===== src/rtl/ds_pipe_ctrl_if.sv =====
// Decode-stage handshake bundle: fetch->decode bus, execute handshake,
// writeback/execute hazard sources, and the counter observation outputs.
interface ds_pipe_ctrl_if #(
  parameter int unsigned CNT_W = 8
);
  logic             fs_to_ds_valid;
  logic [15:0]      fs_to_ds_bus;
  logic             ds_allowin;
  logic [15:0]      ds_inst;
  logic             ds_to_es_valid;
  logic             es_allowin;
  logic             es_we;
  logic [1:0]       es_dest;
  logic             ws_we;
  logic [1:0]       ws_dest;
  logic             flush;
  logic             cnt_clr;
  logic [CNT_W-1:0] stall_cnt;
  logic [CNT_W-1:0] issue_cnt;

  modport master (
    output fs_to_ds_valid, fs_to_ds_bus, es_allowin, es_we, es_dest,
           ws_we, ws_dest, flush, cnt_clr,
    input  ds_allowin, ds_inst, ds_to_es_valid, stall_cnt, issue_cnt
  );

  modport slave (
    input  fs_to_ds_valid, fs_to_ds_bus, es_allowin, es_we, es_dest,
           ws_we, ws_dest, flush, cnt_clr,
    output ds_allowin, ds_inst, ds_to_es_valid, stall_cnt, issue_cnt
  );
endinterface


===== src/rtl/ds_pipe_ctrl.sv =====
// Decode-stage pipeline control: one-entry instruction register with
// RAW hazard stall against execute/writeback, flush, and stall/issue counters.
module ds_pipe_ctrl #(
  parameter int unsigned CNT_W = 8
) (
  input logic           clk,
  input logic           resetn,
  ds_pipe_ctrl_if.slave pipe
);
  typedef enum logic {
    EMPTY = 1'b0,
    FULL  = 1'b1
  } occ_t;

  occ_t             occ;
  logic [15:0]      inst_q;
  logic [CNT_W-1:0] stall_q;
  logic [CNT_W-1:0] issue_q;

  logic       ds_valid;
  logic [3:0] op;
  logic [1:0] rx;
  logic [1:0] ry;
  logic       op_live;
  logic       es_hit;
  logic       ws_hit;
  logic       hazard;
  logic       ready_go;
  logic       allowin;
  logic       to_es_valid;
  logic       stall_inc;
  logic       issue_inc;

  // HOLD vs ISSUE is decided combinationally from the occupied register.
  always_comb begin
    ds_valid    = (occ == FULL);
    op          = inst_q[7:4];
    ry          = inst_q[3:2];
    rx          = inst_q[1:0];
    op_live     = op inside {4'd1, 4'd2, 4'd3, 4'd4};
    es_hit      = pipe.es_we & ((pipe.es_dest == rx) | (pipe.es_dest == ry));
    ws_hit      = pipe.ws_we & ((pipe.ws_dest == rx) | (pipe.ws_dest == ry));
    hazard      = ds_valid & op_live & (es_hit | ws_hit);
    ready_go    = ~hazard;
    allowin     = ~ds_valid | (ready_go & pipe.es_allowin);
    to_es_valid = ds_valid & ready_go & ~pipe.flush;
    stall_inc   = hazard & ~pipe.flush;
    issue_inc   = to_es_valid & pipe.es_allowin;
  end

  assign pipe.ds_allowin     = allowin;
  assign pipe.ds_inst        = inst_q;
  assign pipe.ds_to_es_valid = to_es_valid;
  assign pipe.stall_cnt      = stall_q;
  assign pipe.issue_cnt      = issue_q;

  // Flush wins over a same-edge refill, so an arriving instruction is dropped.
  always_ff @(posedge clk or negedge resetn) begin
    if (!resetn) begin
      occ    <= EMPTY;
      inst_q <= '0;
    end else if (pipe.flush) begin
      occ <= EMPTY;
    end else if (allowin) begin
      occ <= pipe.fs_to_ds_valid ? FULL : EMPTY;
      if (pipe.fs_to_ds_valid) begin
        inst_q <= pipe.fs_to_ds_bus;
      end
    end
  end

  always_ff @(posedge clk or negedge resetn) begin
    if (!resetn) begin
      stall_q <= '0;
      issue_q <= '0;
    end else if (pipe.cnt_clr) begin
      stall_q <= '0;
      issue_q <= '0;
    end else begin
      if (stall_inc && (stall_q != '1)) begin
        stall_q <= stall_q + 1'b1;
      end
      if (issue_inc) begin
        issue_q <= issue_q + 1'b1;
      end
    end
  end
endmodule


===== src/flat_wrapper.sv =====
// flat-port wrapper written by rule: the top's interface ports become plain ports
module ds_pipe_ctrl_flat 
#(
  parameter int unsigned CNT_W = 8
)
  (clk, resetn, pipe_fs_to_ds_valid, pipe_fs_to_ds_bus, pipe_es_allowin, pipe_es_we, pipe_es_dest, pipe_ws_we, pipe_ws_dest, pipe_flush, pipe_cnt_clr, pipe_ds_allowin, pipe_ds_inst, pipe_ds_to_es_valid, pipe_stall_cnt, pipe_issue_cnt);
  ds_pipe_ctrl_if #(.CNT_W(CNT_W)) pipe_i ();
  input logic clk;
  input logic resetn;
  input wire logic [$bits(pipe_i.fs_to_ds_valid)-1:0] pipe_fs_to_ds_valid;
  input wire logic [$bits(pipe_i.fs_to_ds_bus)-1:0] pipe_fs_to_ds_bus;
  input wire logic [$bits(pipe_i.es_allowin)-1:0] pipe_es_allowin;
  input wire logic [$bits(pipe_i.es_we)-1:0] pipe_es_we;
  input wire logic [$bits(pipe_i.es_dest)-1:0] pipe_es_dest;
  input wire logic [$bits(pipe_i.ws_we)-1:0] pipe_ws_we;
  input wire logic [$bits(pipe_i.ws_dest)-1:0] pipe_ws_dest;
  input wire logic [$bits(pipe_i.flush)-1:0] pipe_flush;
  input wire logic [$bits(pipe_i.cnt_clr)-1:0] pipe_cnt_clr;
  output wire logic [$bits(pipe_i.ds_allowin)-1:0] pipe_ds_allowin;
  output wire logic [$bits(pipe_i.ds_inst)-1:0] pipe_ds_inst;
  output wire logic [$bits(pipe_i.ds_to_es_valid)-1:0] pipe_ds_to_es_valid;
  output wire logic [$bits(pipe_i.stall_cnt)-1:0] pipe_stall_cnt;
  output wire logic [$bits(pipe_i.issue_cnt)-1:0] pipe_issue_cnt;
  assign pipe_i.fs_to_ds_valid = pipe_fs_to_ds_valid;
  assign pipe_i.fs_to_ds_bus = pipe_fs_to_ds_bus;
  assign pipe_i.es_allowin = pipe_es_allowin;
  assign pipe_i.es_we = pipe_es_we;
  assign pipe_i.es_dest = pipe_es_dest;
  assign pipe_i.ws_we = pipe_ws_we;
  assign pipe_i.ws_dest = pipe_ws_dest;
  assign pipe_i.flush = pipe_flush;
  assign pipe_i.cnt_clr = pipe_cnt_clr;
  assign pipe_ds_allowin = pipe_i.ds_allowin;
  assign pipe_ds_inst = pipe_i.ds_inst;
  assign pipe_ds_to_es_valid = pipe_i.ds_to_es_valid;
  assign pipe_stall_cnt = pipe_i.stall_cnt;
  assign pipe_issue_cnt = pipe_i.issue_cnt;
  ds_pipe_ctrl #(.CNT_W(CNT_W)) u_core (.clk(clk), .resetn(resetn), .pipe(pipe_i));
endmodule

===== config.mk =====
export PLATFORM = sky130hd
export DESIGN_NAME = ds_pipe_ctrl_flat
export DESIGN_NICKNAME = d
export VERILOG_FILES = /design/src/rtl/ds_pipe_ctrl_if.sv /design/src/rtl/ds_pipe_ctrl.sv /design/src/flat_wrapper.sv
export SDC_FILE = /design/constraint.sdc
export NUM_CORES = 1
export LEC_CHECK = 0
export CAP_MARGIN = 20
export CORE_ASPECT_RATIO = 0.8
export CORE_MARGIN = 3
export CORE_UTILIZATION = 30
export DETAILED_ROUTE_END_ITERATION = 8
export PLACE_DENSITY = 0.62
export SETUP_SLACK_MARGIN = 0.05
export SYNTH_ARGS = -nofsm -noshare
export SYNTH_HDL_FRONTEND = slang
export SYNTH_SLANG_ARGS = --single-unit

===== constraint.sdc =====
create_clock -name clk -period 2.66 [get_ports clk]
set_input_delay 0.399 -clock clk [delete_from_list [all_inputs] [get_ports clk]]
set_output_delay 0.399 -clock clk [all_outputs]
set_load 0.005 [all_outputs]

==> reports/results.ini <==
[clock_tree]
cts_max_level = 2
cts_root_buf = clkbuf_8
cts.clk_slew.worst_paths_ps = 80
cts_made_buffers = 5
clock_latency_ps = 290
clock_path_buffers = 2
clock_sinks = 33
hold_buffers = 0
cts_tree = yes

[global_routing]
grt_max_degree = 34
grt_overflow = 0
top_usage_layer = met2
grt_pass1_wl_mm = 6.79
grtUsageMet3 = 0.0415
met2_usage = 0.197
grtUsageMet1 = 0.174
antenna_found_initial = 0
grt_usage = 0.130
grt_pass1_vias = 1328

[sta]
rsz0062_at_grt = no
fin_skew_ps = 11.1
maxSlewHeadroom = 0.501
holdWs_ps = 504
clock.fmax_ghz = 0.399
period_needed_ps = 2510
setup_viol = 0
timing.final.crit_share = 0.942
hold_viol = 0
setup_slack_ps = 154
worst_pin_slew_ps = 746
finalMaxSlewViolations = 0
fin_setup_tns_ps = 0

[drt]
vias = 1451
drcViolationCount = 0
drt-pass1-iter-count = 4
drtAntennaViolNets = 0
routed_wl_mm = 4.18
vias_per_cell = 4.84
wl_per_cell_um = 13.9
first_iter_violations = 56

[synthesis]
yosysTopAreaCellShare = 0.476
synth-seq-cells = 33
synth-seq-area-share = 0.476
yosys.cell_count.top_type = dfrtp_1
syn_area_per_cell_sq_um = 11.2
synth.largest_area_cell = dfrtp_1
synth_area_leaders = dfrtp_1, mux2_4, mux2_2, xor2_1, a21oi_1
ys_async_sr_fraction = 1.00
ys.flop_type = dfrtp_1
netlist_instances = 155
syn-cell-area_sq_mm = 0.00174
yosys_warnings = 0
synth_edf_count = 0
synth.distinct_cells = 37
synth.net_count = 185
yosys-top-cells-count = dfrtp_1, a21oi_1, mux2_4, mux2_2, xor2_1

[floorplanning]
core_sq_mm = 0.00553
rows = 24
die_w_um = 91.0
initial_core_util = 0.314
io_pins = 62
die_height_um = 74.0
die_area_sq_mm = 0.00674

[cells_and_area]
stdcell_area_sq_mm = 0.00256
utilization = 0.464
drive_gt1_frac = 0.167
syn_to_final_growth_pct = 47.7
antenna_cells = 0
nNetsFinal = 251

[setup_path]
critical_path_class = input pin to primary output
cp.required_ps = 2260
end_kind = primary output
arrival_ps = 2110
startpoint_type = input pin
cp_max_fo = 3

[power_and_ir_drop]
power.leakage_uw = 0.00104
power_per_cell_area_mw_per_mm2 = 527
ir_drop_v = 0.000240

[worst_hold_path]
hp-class = input pin to async pin

[placement]
dp_slack_ps = 48.4
post_dp_cell_area_sq_mm = 0.00246
io_buffers = 61
place_congestion = 0.779
hpwl_mm = 3.05

[outcome]
outcome = complete, no violations

[job]
maxCapViolCount = 0

==> placed cells by master (no fill, tap or decap), types with 2 or more instances in the layout <==
master | synthesis | final
and3_1 | 2 | 2
nor2_1 | 6 | 6
nand3_1 | 6 | 6
dfrtp_1 | 33 | 33
clkinvlp_4 | 0 | 3
mux2_2 | 8 | 8
a21oi_1 | 13 | 13
mux2i_1 | 2 | 2
xor2_1 | 8 | 8
clkbuf_8 | 0 | 5
o31ai_1 | 6 | 6
or4_1 | 6 | 6
ha_1 | 2 | 2
nor2b_1 | 3 | 3
nor3_1 | 3 | 3
nand3b_1 | 2 | 2
nand4_1 | 3 | 3
a31o_2 | 3 | 3
nand2_1 | 2 | 2
mux2_4 | 10 | 10
and4_1 | 3 | 3
inv_1 | 6 | 6
clkdlybuf4s50_1 | 0 | 60
buf_4 | 0 | 4
nand2b_1 | 6 | 6
==> routing by layer <==
layer / up-vias / share of wire / wire length (um)
met5: - / 0 / 0
met4: 0 / 0.011 / 47
met3: 4 / 0.063 / 261
met2: 34 / 0.47 / 1950
met1: 704 / 0.46 / 1910
li1: 709 / - / -
==> state kept, by name (all words and copies together) (netlist names) <==
name and cells:
u_core.pipe.ds_inst 16, u_core.pipe.stall_cnt 8, u_core.pipe.issue_cnt 8, u_core.ds_valid 1
==> worst max-delay path, cell delays in order <==
cell	delay, ps
clkdlybuf4s50_1	510
xor2_1	190
o22ai_2	130
a22oi_2	200
and2_4	180
clkdlybuf4s50_1	490
==> path summary, 6_finish.rpt <==
| check | end | depth (start not counted) | startpoint | slack (ps) |
|---|---|---|---|---|
| worst max-delay path | pipe_ds_to_es_valid | 6 | pipe_ws_dest[1] | 150 |
| worst min-delay path | u_core.pipe.ds_inst[14] | 2 | resetn | 500 |
| worst max register to register | u_core.pipe.stall_cnt[7] | 6 | u_core.pipe.ds_inst[4] | 590 |
| worst min register to register | u_core.pipe.ds_inst[15] | 1 | u_core.pipe.ds_inst[15] | 510 |
| max in group asynchronous | u_core.pipe.issue_cnt[6] | 2 | resetn | 1840 |
| min in group clk | u_core.pipe.ds_inst[15] | 1 | u_core.pipe.ds_inst[15] | 510 |
==> timing repair <==
item / CTS / global route
endpoints found under the hold margin: 0 / 0
endpoints found under the setup margin: 1 / 1
resized for setup: 1 / 3
pin swaps: 0 / 1
setup buffers: 0 / 0
==> where the power goes <==
part           internal [uW]  switching, uW
sequential               558           50.5
combinational            239            122
clock                    183            197
total                    980            370
==> layout make-up <==
class                   instances  area, sq um
inverters                       6         22.5
well taps                      78         97.6
clock inverters                 3         22.5
flip-flops and latches         33          826
multi-input cells             109          866
clock buffers                   5         68.8
fillers                       531         2960
repair buffers                 66          659
==> per-stage QoR <==
| step | cells | total power, uW |
|---|---|---|
| after global routing | 300 | 1430 |
| after floorplan | 155 | 768 |
| after detailed placement | 292 | 974 |
| final | 300 | 1350 |
| after global placement | 292 | 972 |
| after CTS | 300 | 1360 |
==> logic make-up after synthesis <==
| family | count (synthesis) | share of synthesized area |
|---|---|---|
| compound gates | 33 | 0.128 |
| mux | 20 | 0.150 |
| fa+ha+maj | 2 | 0.0144 |
| buf+inv | 13 | 0.0332 |
| flops | 33 | 0.476 |
| xor+xnor | 8 | 0.0404 |
| simple gates | 46 | 0.158 |
(Power assumes the default switching activity.)
